===== src/rtl/mdu_pkg.sv =====
// Shared types and constants for the multiply/divide unit.
// Op and state encodings plus iteration count.
package mdu_pkg;

  localparam int WIDTH   = 32;
  localparam int MD_ITER = WIDTH;
  localparam int CNT_W   = $clog2(MD_ITER);

  typedef enum logic [1:0] {
    MD_MULT  = 2'b00,
    MD_MULTU = 2'b01,
    MD_DIV   = 2'b10,
    MD_DIVU  = 2'b11
  } md_op_e;

  typedef enum logic [1:0] {
    S_IDLE = 2'b00,
    S_RUN  = 2'b01,
    S_FIX  = 2'b10
  } md_state_e;

endpackage


===== src/rtl/mdu_if.sv =====
// Request/result bundle between the datapath and the MDU.
// The datapath is master; the MDU is slave.
interface mdu_if;
  import mdu_pkg::*;

  logic             Start;
  logic [1:0]       Op;
  logic [WIDTH-1:0] A;
  logic [WIDTH-1:0] B;
  logic             HiWe;
  logic             LoWe;
  logic             Busy;
  logic             Done;
  logic [WIDTH-1:0] HI;
  logic [WIDTH-1:0] LO;

  modport master (
    output Start, Op, A, B, HiWe, LoWe,
    input  Busy, Done, HI, LO
  );

  modport slave (
    input  Start, Op, A, B, HiWe, LoWe,
    output Busy, Done, HI, LO
  );

endinterface


===== src/rtl/mdu_step.sv =====
// One iteration of shift-add multiply or restoring divide.
// Purely combinational; the top owns all state.
module mdu_step
  import mdu_pkg::*;
#(
  parameter int W = WIDTH
) (
  input  logic           is_div,
  input  logic [2*W-1:0] acc,
  input  logic [W-1:0]   opnd,
  output logic [2*W-1:0] acc_next,
  output logic           q_bit
);

  logic [W:0]   sum;
  logic [W:0]   top;
  logic [W:0]   diff;
  logic [W-1:0] rem;

  always_comb begin
    sum      = '0;
    top      = '0;
    diff     = '0;
    rem      = '0;
    q_bit    = 1'b0;
    acc_next = acc;
    if (is_div) begin
      // Shifted partial remainder needs W+1 bits.
      top      = acc[2*W-1:W-1];
      diff     = top - {1'b0, opnd};
      q_bit    = ~diff[W];
      rem      = q_bit ? diff[W-1:0] : top[W-1:0];
      acc_next = {rem, acc[W-2:0], 1'b0};
    end else begin
      sum = {1'b0, acc[2*W-1:W]};
      if (acc[0]) begin
        sum = sum + {1'b0, opnd};
      end
      acc_next = {sum, acc[W-1:1]};
    end
  end

endmodule


===== src/rtl/mult_div_unit.sv =====
// Iterative MULT/MULTU/DIV/DIVU with HI/LO registers.
// Sign handling wraps an unsigned 32-step core.
module mult_div_unit
  import mdu_pkg::*;
(
  input  logic Clk,
  input  logic Rst_n,
  mdu_if.slave bus
);

  localparam int W = WIDTH;

  md_state_e      state_q, state_d;
  logic [CNT_W-1:0] cnt_q, cnt_d;
  logic [2*W-1:0] acc_q, acc_d;
  logic [W-1:0]   opnd_q, opnd_d;
  logic [W-1:0]   araw_q, araw_d;
  logic           div_q, div_d;
  logic           neg_q, neg_d;
  logic           rsgn_q, rsgn_d;
  logic           dz_q, dz_d;
  logic [W-1:0]   hi_q, hi_d;
  logic [W-1:0]   lo_q, lo_d;
  logic           done_q, done_d;

  logic [2*W-1:0] step_acc;
  logic           step_q;

  logic           op_div;
  logic           op_sgn;
  logic           sa;
  logic           sb;
  logic [2*W-1:0] prod;
  logic [W-1:0]   quo;
  logic [W-1:0]   rem;

  mdu_step #(.W(W)) u_step (
    .is_div   (div_q),
    .acc      (acc_q),
    .opnd     (opnd_q),
    .acc_next (step_acc),
    .q_bit    (step_q)
  );

  assign op_div = bus.Op[1];
  assign op_sgn = ~bus.Op[0];
  assign sa     = op_sgn & bus.A[W-1];
  assign sb     = op_sgn & bus.B[W-1];

  always_comb begin
    state_d = state_q;
    cnt_d   = cnt_q;
    acc_d   = acc_q;
    opnd_d  = opnd_q;
    araw_d  = araw_q;
    div_d   = div_q;
    neg_d   = neg_q;
    rsgn_d  = rsgn_q;
    dz_d    = dz_q;
    hi_d    = hi_q;
    lo_d    = lo_q;
    done_d  = 1'b0;
    prod    = neg_q ? -acc_q : acc_q;
    quo     = neg_q ? -acc_q[W-1:0] : acc_q[W-1:0];
    rem     = rsgn_q ? -acc_q[2*W-1:W] : acc_q[2*W-1:W];
    unique case (state_q)
      S_IDLE: begin
        if (bus.Start) begin
          state_d = S_RUN;
          cnt_d   = '0;
          acc_d   = {{W{1'b0}}, sa ? -bus.A : bus.A};
          opnd_d  = sb ? -bus.B : bus.B;
          araw_d  = bus.A;
          div_d   = op_div;
          neg_d   = sa ^ sb;
          rsgn_d  = sa;
          dz_d    = op_div & (bus.B == '0);
        end else begin
          if (bus.HiWe) hi_d = bus.A;
          if (bus.LoWe) lo_d = bus.A;
        end
      end
      S_RUN: begin
        acc_d = div_q ? {step_acc[2*W-1:1], step_q}
                      : step_acc;
        cnt_d = cnt_q + 1'b1;
        if (cnt_q == CNT_W'(MD_ITER - 1)) begin
          state_d = S_FIX;
        end
      end
      S_FIX: begin
        state_d = S_IDLE;
        done_d  = 1'b1;
        if (dz_q) begin
          hi_d = araw_q;
          lo_d = '1;
        end else if (div_q) begin
          hi_d = rem;
          lo_d = quo;
        end else begin
          hi_d = prod[2*W-1:W];
          lo_d = prod[W-1:0];
        end
      end
      default: state_d = S_IDLE;
    endcase
  end

  always_ff @(posedge Clk or negedge Rst_n) begin
    if (!Rst_n) begin
      state_q <= S_IDLE;
      cnt_q   <= '0;
      acc_q   <= '0;
      opnd_q  <= '0;
      araw_q  <= '0;
      div_q   <= 1'b0;
      neg_q   <= 1'b0;
      rsgn_q  <= 1'b0;
      dz_q    <= 1'b0;
      hi_q    <= '0;
      lo_q    <= '0;
      done_q  <= 1'b0;
    end else begin
      state_q <= state_d;
      cnt_q   <= cnt_d;
      acc_q   <= acc_d;
      opnd_q  <= opnd_d;
      araw_q  <= araw_d;
      div_q   <= div_d;
      neg_q   <= neg_d;
      rsgn_q  <= rsgn_d;
      dz_q    <= dz_d;
      hi_q    <= hi_d;
      lo_q    <= lo_d;
      done_q  <= done_d;
    end
  end

  assign bus.Busy = (state_q != S_IDLE);
  assign bus.Done = done_q;
  assign bus.HI   = hi_q;
  assign bus.LO   = lo_q;

endmodule


===== src/flat_wrapper.sv =====
// flat-port wrapper written by rule: the top's interface ports become plain ports
module mult_div_unit_flat import mdu_pkg::*;
  (Clk, Rst_n, bus_Start, bus_Op, bus_A, bus_B, bus_HiWe, bus_LoWe, bus_Busy, bus_Done, bus_HI, bus_LO);
  mdu_if bus_i ();
  input  logic Clk;
  input  logic Rst_n;
  input wire logic [$bits(bus_i.Start)-1:0] bus_Start;
  input wire logic [$bits(bus_i.Op)-1:0] bus_Op;
  input wire logic [$bits(bus_i.A)-1:0] bus_A;
  input wire logic [$bits(bus_i.B)-1:0] bus_B;
  input wire logic [$bits(bus_i.HiWe)-1:0] bus_HiWe;
  input wire logic [$bits(bus_i.LoWe)-1:0] bus_LoWe;
  output wire logic [$bits(bus_i.Busy)-1:0] bus_Busy;
  output wire logic [$bits(bus_i.Done)-1:0] bus_Done;
  output wire logic [$bits(bus_i.HI)-1:0] bus_HI;
  output wire logic [$bits(bus_i.LO)-1:0] bus_LO;
  assign bus_i.Start = bus_Start;
  assign bus_i.Op = bus_Op;
  assign bus_i.A = bus_A;
  assign bus_i.B = bus_B;
  assign bus_i.HiWe = bus_HiWe;
  assign bus_i.LoWe = bus_LoWe;
  assign bus_Busy = bus_i.Busy;
  assign bus_Done = bus_i.Done;
  assign bus_HI = bus_i.HI;
  assign bus_LO = bus_i.LO;
  mult_div_unit u_core (.Clk(Clk), .Rst_n(Rst_n), .bus(bus_i));
endmodule

===== config.mk =====
export PLATFORM = sky130hd
export DESIGN_NAME = mult_div_unit_flat
export DESIGN_NICKNAME = d
export VERILOG_FILES = /design/src/rtl/mdu_pkg.sv /design/src/rtl/mdu_if.sv /design/src/rtl/mdu_step.sv /design/src/rtl/mult_div_unit.sv /design/src/flat_wrapper.sv
export SDC_FILE = /design/constraint.sdc
export NUM_CORES = 1
export LEC_CHECK = 0
export ABC_CLOCK_PERIOD_IN_PS = 3500
export BUFFER_PORTS_ARGS = -buffer_cell sky130_fd_sc_hd__buf_4
export CELL_PAD_IN_SITES_DETAIL_PLACEMENT = 1
export CELL_PAD_IN_SITES_GLOBAL_PLACEMENT = 2
export CORE_ASPECT_RATIO = 0.6
export CORE_MARGIN = 2
export CORE_UTILIZATION = 33
export CTS_CLUSTER_DIAMETER = 150
export DETAILED_ROUTE_END_ITERATION = 10
export PLACE_DENSITY_LB_ADDON = 0.1
export SETUP_SLACK_MARGIN = 0.15
export SLEW_MARGIN = 10
export SYNTH_ARGS = -nofsm -noshare
export SYNTH_HDL_FRONTEND = slang
export SYNTH_HIERARCHICAL = 1
export SYNTH_SLANG_ARGS = --single-unit

===== constraint.sdc =====
create_clock -name Clk -period 3.5 [get_ports Clk]
set_input_delay 0.35 -clock Clk [delete_from_list [all_inputs] [get_ports Clk]]
set_output_delay 0.35 -clock Clk [all_outputs]
set_load 0.01 [all_outputs]

==> results.toml <==
[synth]
syn_area_sq_um = 16460
synthCells = 2092
synth-edff-count = 0
synth_top_flop_cell = "dfrtp_1"
yosys_warnings = 6
syn_nets = 2235
synth_top_area_cell = "dfrtp_1"
syn_avg_cell_area_sq_um = 7.869
synth_common_cells = "nand2_1 (336), o21ai_0 (221), dfrtp_1 (204), a21oi_1 (135), nor2_1 (116)"
yosysMostFrequentCell = "nand2_1"
yosysTopAreaCellShare_pct = 31.01
synth_cell_types = 88
synthTopCellsByArea = "dfrtp_1 (31%), nand2_1 (7.7%), o21ai_0 (6.7%), xnor2_1 (5.4%), ha_1 (5.3%)"
synth_seq_cells = 204
ys_async_sr_fraction_pct = 100.0
seq_area_frac_synth_pct = 31.01

[critical_path]
crit_path_end = "u_core/acc_q[60]$_DFFE_PN0P_"
arrival_ps = 3960
max_stage_delay_ps = 610
rr_endpoint = "u_core/acc_q[60]$_DFFE_PN0P_"
crit_chain = "buf_6 > ha_4 > fa_2 > nand2b_4 > a21o_1 > a31oi_4 > o211ai_4 > and3_4 > or4_4 > or3_1 > nand4bb_1 > a21oi_2 > nand2_1 > o21ai_1"
worst-setup-path-type = "reg2reg"
slowest_stage = "or4_4"
cp_max_fo = 5
critPathRequiredTime_ps = 3950
r2r_cells = 14
rrSetupSlack_ps = -10
cp-startpoint = "u_core/opnd_q[0]$_DFFE_PN0P_"
end_kind = "register"
timing.rr.start = "u_core/opnd_q[0]$_DFFE_PN0P_"
start_kind = "register"

[pwr]
switching_share_pct = 50.27
peakVddDrop_v = 0.0004736
p_leak_nw = 9.073
p_int_mw = 13.39
p_clk_share_pct = 11.2
pwr_density_cell_nw_per_um2 = 1288
switchingPower_mw = 13.53
p_seq_share_pct = 17.7
combinationalPowerShare_pct = 71.1

[routing]
wl_um = 78350
drt_pass1_iterations = 6
ant_nets = 0
wire_per_inst_um = 26.21
vias = 17650
drc_errors = 0
drtIter0Drc = 1652
viasPerCell = 5.904

[floorplanning]
dieArea_sq_um = 51750
io-pin-count = 137
rows = 63
core_sq_um = 49340
die_y_um = 177.0
start_util_pct = 33.36
die_w_um = 292.3

[clocking]
cts_inserted_buffers = 25
clock_sinks = 204
clk_latency_ps = 570
cts_tree = "built"
clk_path_buf_depth = 3
cts_root_buffer = "clkbuf_16"
htreeDepth = 1
clkSlewWorstSetupHoldPaths_ps = 70

[grt]
antenna_found_initial = 1
grtUsageTotal_pct = 29.18
grt_pass1_wl_um = 114900
grt_overflow = 0
grt_pass1_vias = 17380
grt_max_degree = 84

[placed_design]
hpwl_um = 57540
placed_cell_area_sq_um = 19170
io_buffers = 136
globalplace.congestion = 0.9244
post-place-ws_ps = -111.7

[timing]
worst_slack_ps = -13.11
drv_slew = 0
hold_viol = 0
rsz0062_at_grt = "yes"
worst_pin_slew_ps = 1315
fin_crit_ps = 3513
finalSetupViolCount = 1
fin_worst_skew_ps = 14.31
relSlewSlack_pct = 12.02
finalCritPeriodShare_pct = 100.4
max_freq_mhz = 284.6

[hold_path]
hold_class = "in2reg"

[outcome]
violations = "negative setup slack"
status = "finished with violations"

[layout]
fin_area_sq_um = 20910
final_nets = 2463
syn_to_final_growth_pct = 27.01
drive_gt1_share_pct = 22.53
antenna_cells = 0

[flow_run]
drv_cap = 0
## registers in the layout, summed over array words and instances (netlist names)
name,cells
u_core/acc_q,64
u_core/araw_q,32
u_core/bus.HI,32
u_core/bus.LO,32
u_core/opnd_q,32
u_core/cnt_q,5
u_core/state_q,2
u_core/bus.Done,1
u_core/div_q,1
u_core/dz_q,1
u_core/neg_q,1
u_core/rsgn_q,1
## through the flow
step	TNS [ps]	power, mW	cells	hold slack (ps)	util, %
floorplan	0	14.43	2092	54.41	-
global placement	-160.9	20.65	2917	450.6	38.84
finish	-13.11	26.92	2989	41.14	42.37
CTS	0	24.42	2970	17.67	41.05
global route	-144.2	28.63	2989	30.54	42.37
detailed placement	-709.4	20.95	2917	453.8	38.84
## area by class of cell
type / count / area [sq um]
fill: 5883 / 28440
multi-input combinational: 1685 / 11100
sequential: 204 / 5112
timing repair buffer: 336 / 2726
tap: 650 / 813.3
clock buffer: 31 / 668.1
inverter: 68 / 255.2
clock inverter: 15 / 234.0
## critical path, delay by kind of cell, from the launching register on
| family | cells | cell delay (ps) |
|---|---|---|
| AND/OR/NAND/NOR | 6 | 1580 |
| AO/OA/AOI/OAI | 5 | 790 |
| adder cells (fa/ha/maj) | 2 | 510 |
| flip-flops | 1 | 400 |
| buffers and inverters | 1 | 130 |
## what timing repair did
item / CTS / global route
hold endpoints to repair: 79 / 0
pin swaps: 11 / 51
cloned: 0 / 7
hold buffers: 1 / 0
endpoints found under the setup margin: 38 / 40
gates resized for setup: 29 / 118
setup buffers: 6 / 12
## layout by cell type, fill, tap and decap left out, types with 11 or more instances in the layout
cell type | Yosys | layout
nand2_1 | 336 | 320
buf_4 | 2 | 312
dfrtp_1 | 204 | 200
o21ai_0 | 221 | 187
a21oi_1 | 135 | 125
nor2_1 | 116 | 111
xnor2_1 | 102 | 100
inv_1 | 68 | 68
ha_1 | 70 | 65
xor2_1 | 50 | 50
nor3_1 | 51 | 49
a21o_1 | 45 | 44
o21ai_1 | 8 | 37
o22ai_1 | 34 | 34
a211oi_1 | 37 | 33
mux2_2 | 33 | 32
nand3_1 | 32 | 31
a31oi_1 | 35 | 30
clkbuf_16 | 0 | 29
o31ai_1 | 31 | 29
nor4_1 | 29 | 27
nor2b_1 | 26 | 25
a222oi_1 | 21 | 21
a22oi_1 | 20 | 20
nand2b_1 | 21 | 18
or4_1 | 19 | 17
or3_1 | 18 | 16
or2_2 | 15 | 14
mux2i_1 | 14 | 14
nand4_1 | 12 | 12
o211ai_1 | 12 | 12
buf_6 | 2 | 11
## power groups by stage
stage | clock network [mW] | registers [mW] | logic [mW]
detailed placement | 0 | 4.78 | 16.2
global placement | 0 | 4.74 | 15.9
finish | 3.00 | 4.77 | 19.1
floorplan | 0 | 4.70 | 9.73
global route | 3.15 | 4.93 | 20.5
CTS | 3.07 | 4.75 | 16.6
## metal layers
metal	vias to the layer above	routed length (um)	share of wire [%]	global-route usage [%]
met3	77	6191	7.9	6.328
met4	2	1214	1.5	4.551
li1	8054	-	-	-
met1	8945	40880	52	46.65
met2	568	30050	38	39.59
met5	-	13	0.017	0
## worst min-delay path by stage
stage               startpoint                             to  cells after the start
finish               bus_A[15]  u_core/araw_q[15]$_DFFE_PN0P_                      3
global placement         Rst_n   u_core/opnd_q[3]$_DFFE_PN0P_                      1
CTS                  bus_A[15]  u_core/araw_q[15]$_DFFE_PN0P_                      3
floorplan                Rst_n    u_core/acc_q[0]$_DFFE_PN0P_                      0
detailed placement       Rst_n   u_core/opnd_q[3]$_DFFE_PN0P_                      1
global route         bus_A[15]  u_core/araw_q[15]$_DFFE_PN0P_                      3
## cell families (layout without fill, tap and decap cells)
logic type,after synthesis,count (layout),synth area share [%]
mux,47,47,3.109
flops,204,204,31.01
compound gates,683,683,26.36
fa+ha+maj,72,72,5.564
buf+inv,204,450,4.887
simple gates,730,731,20.99
xor+xnor,152,152,8.087
No activity file was read; power rests on OpenSTA's default activity.
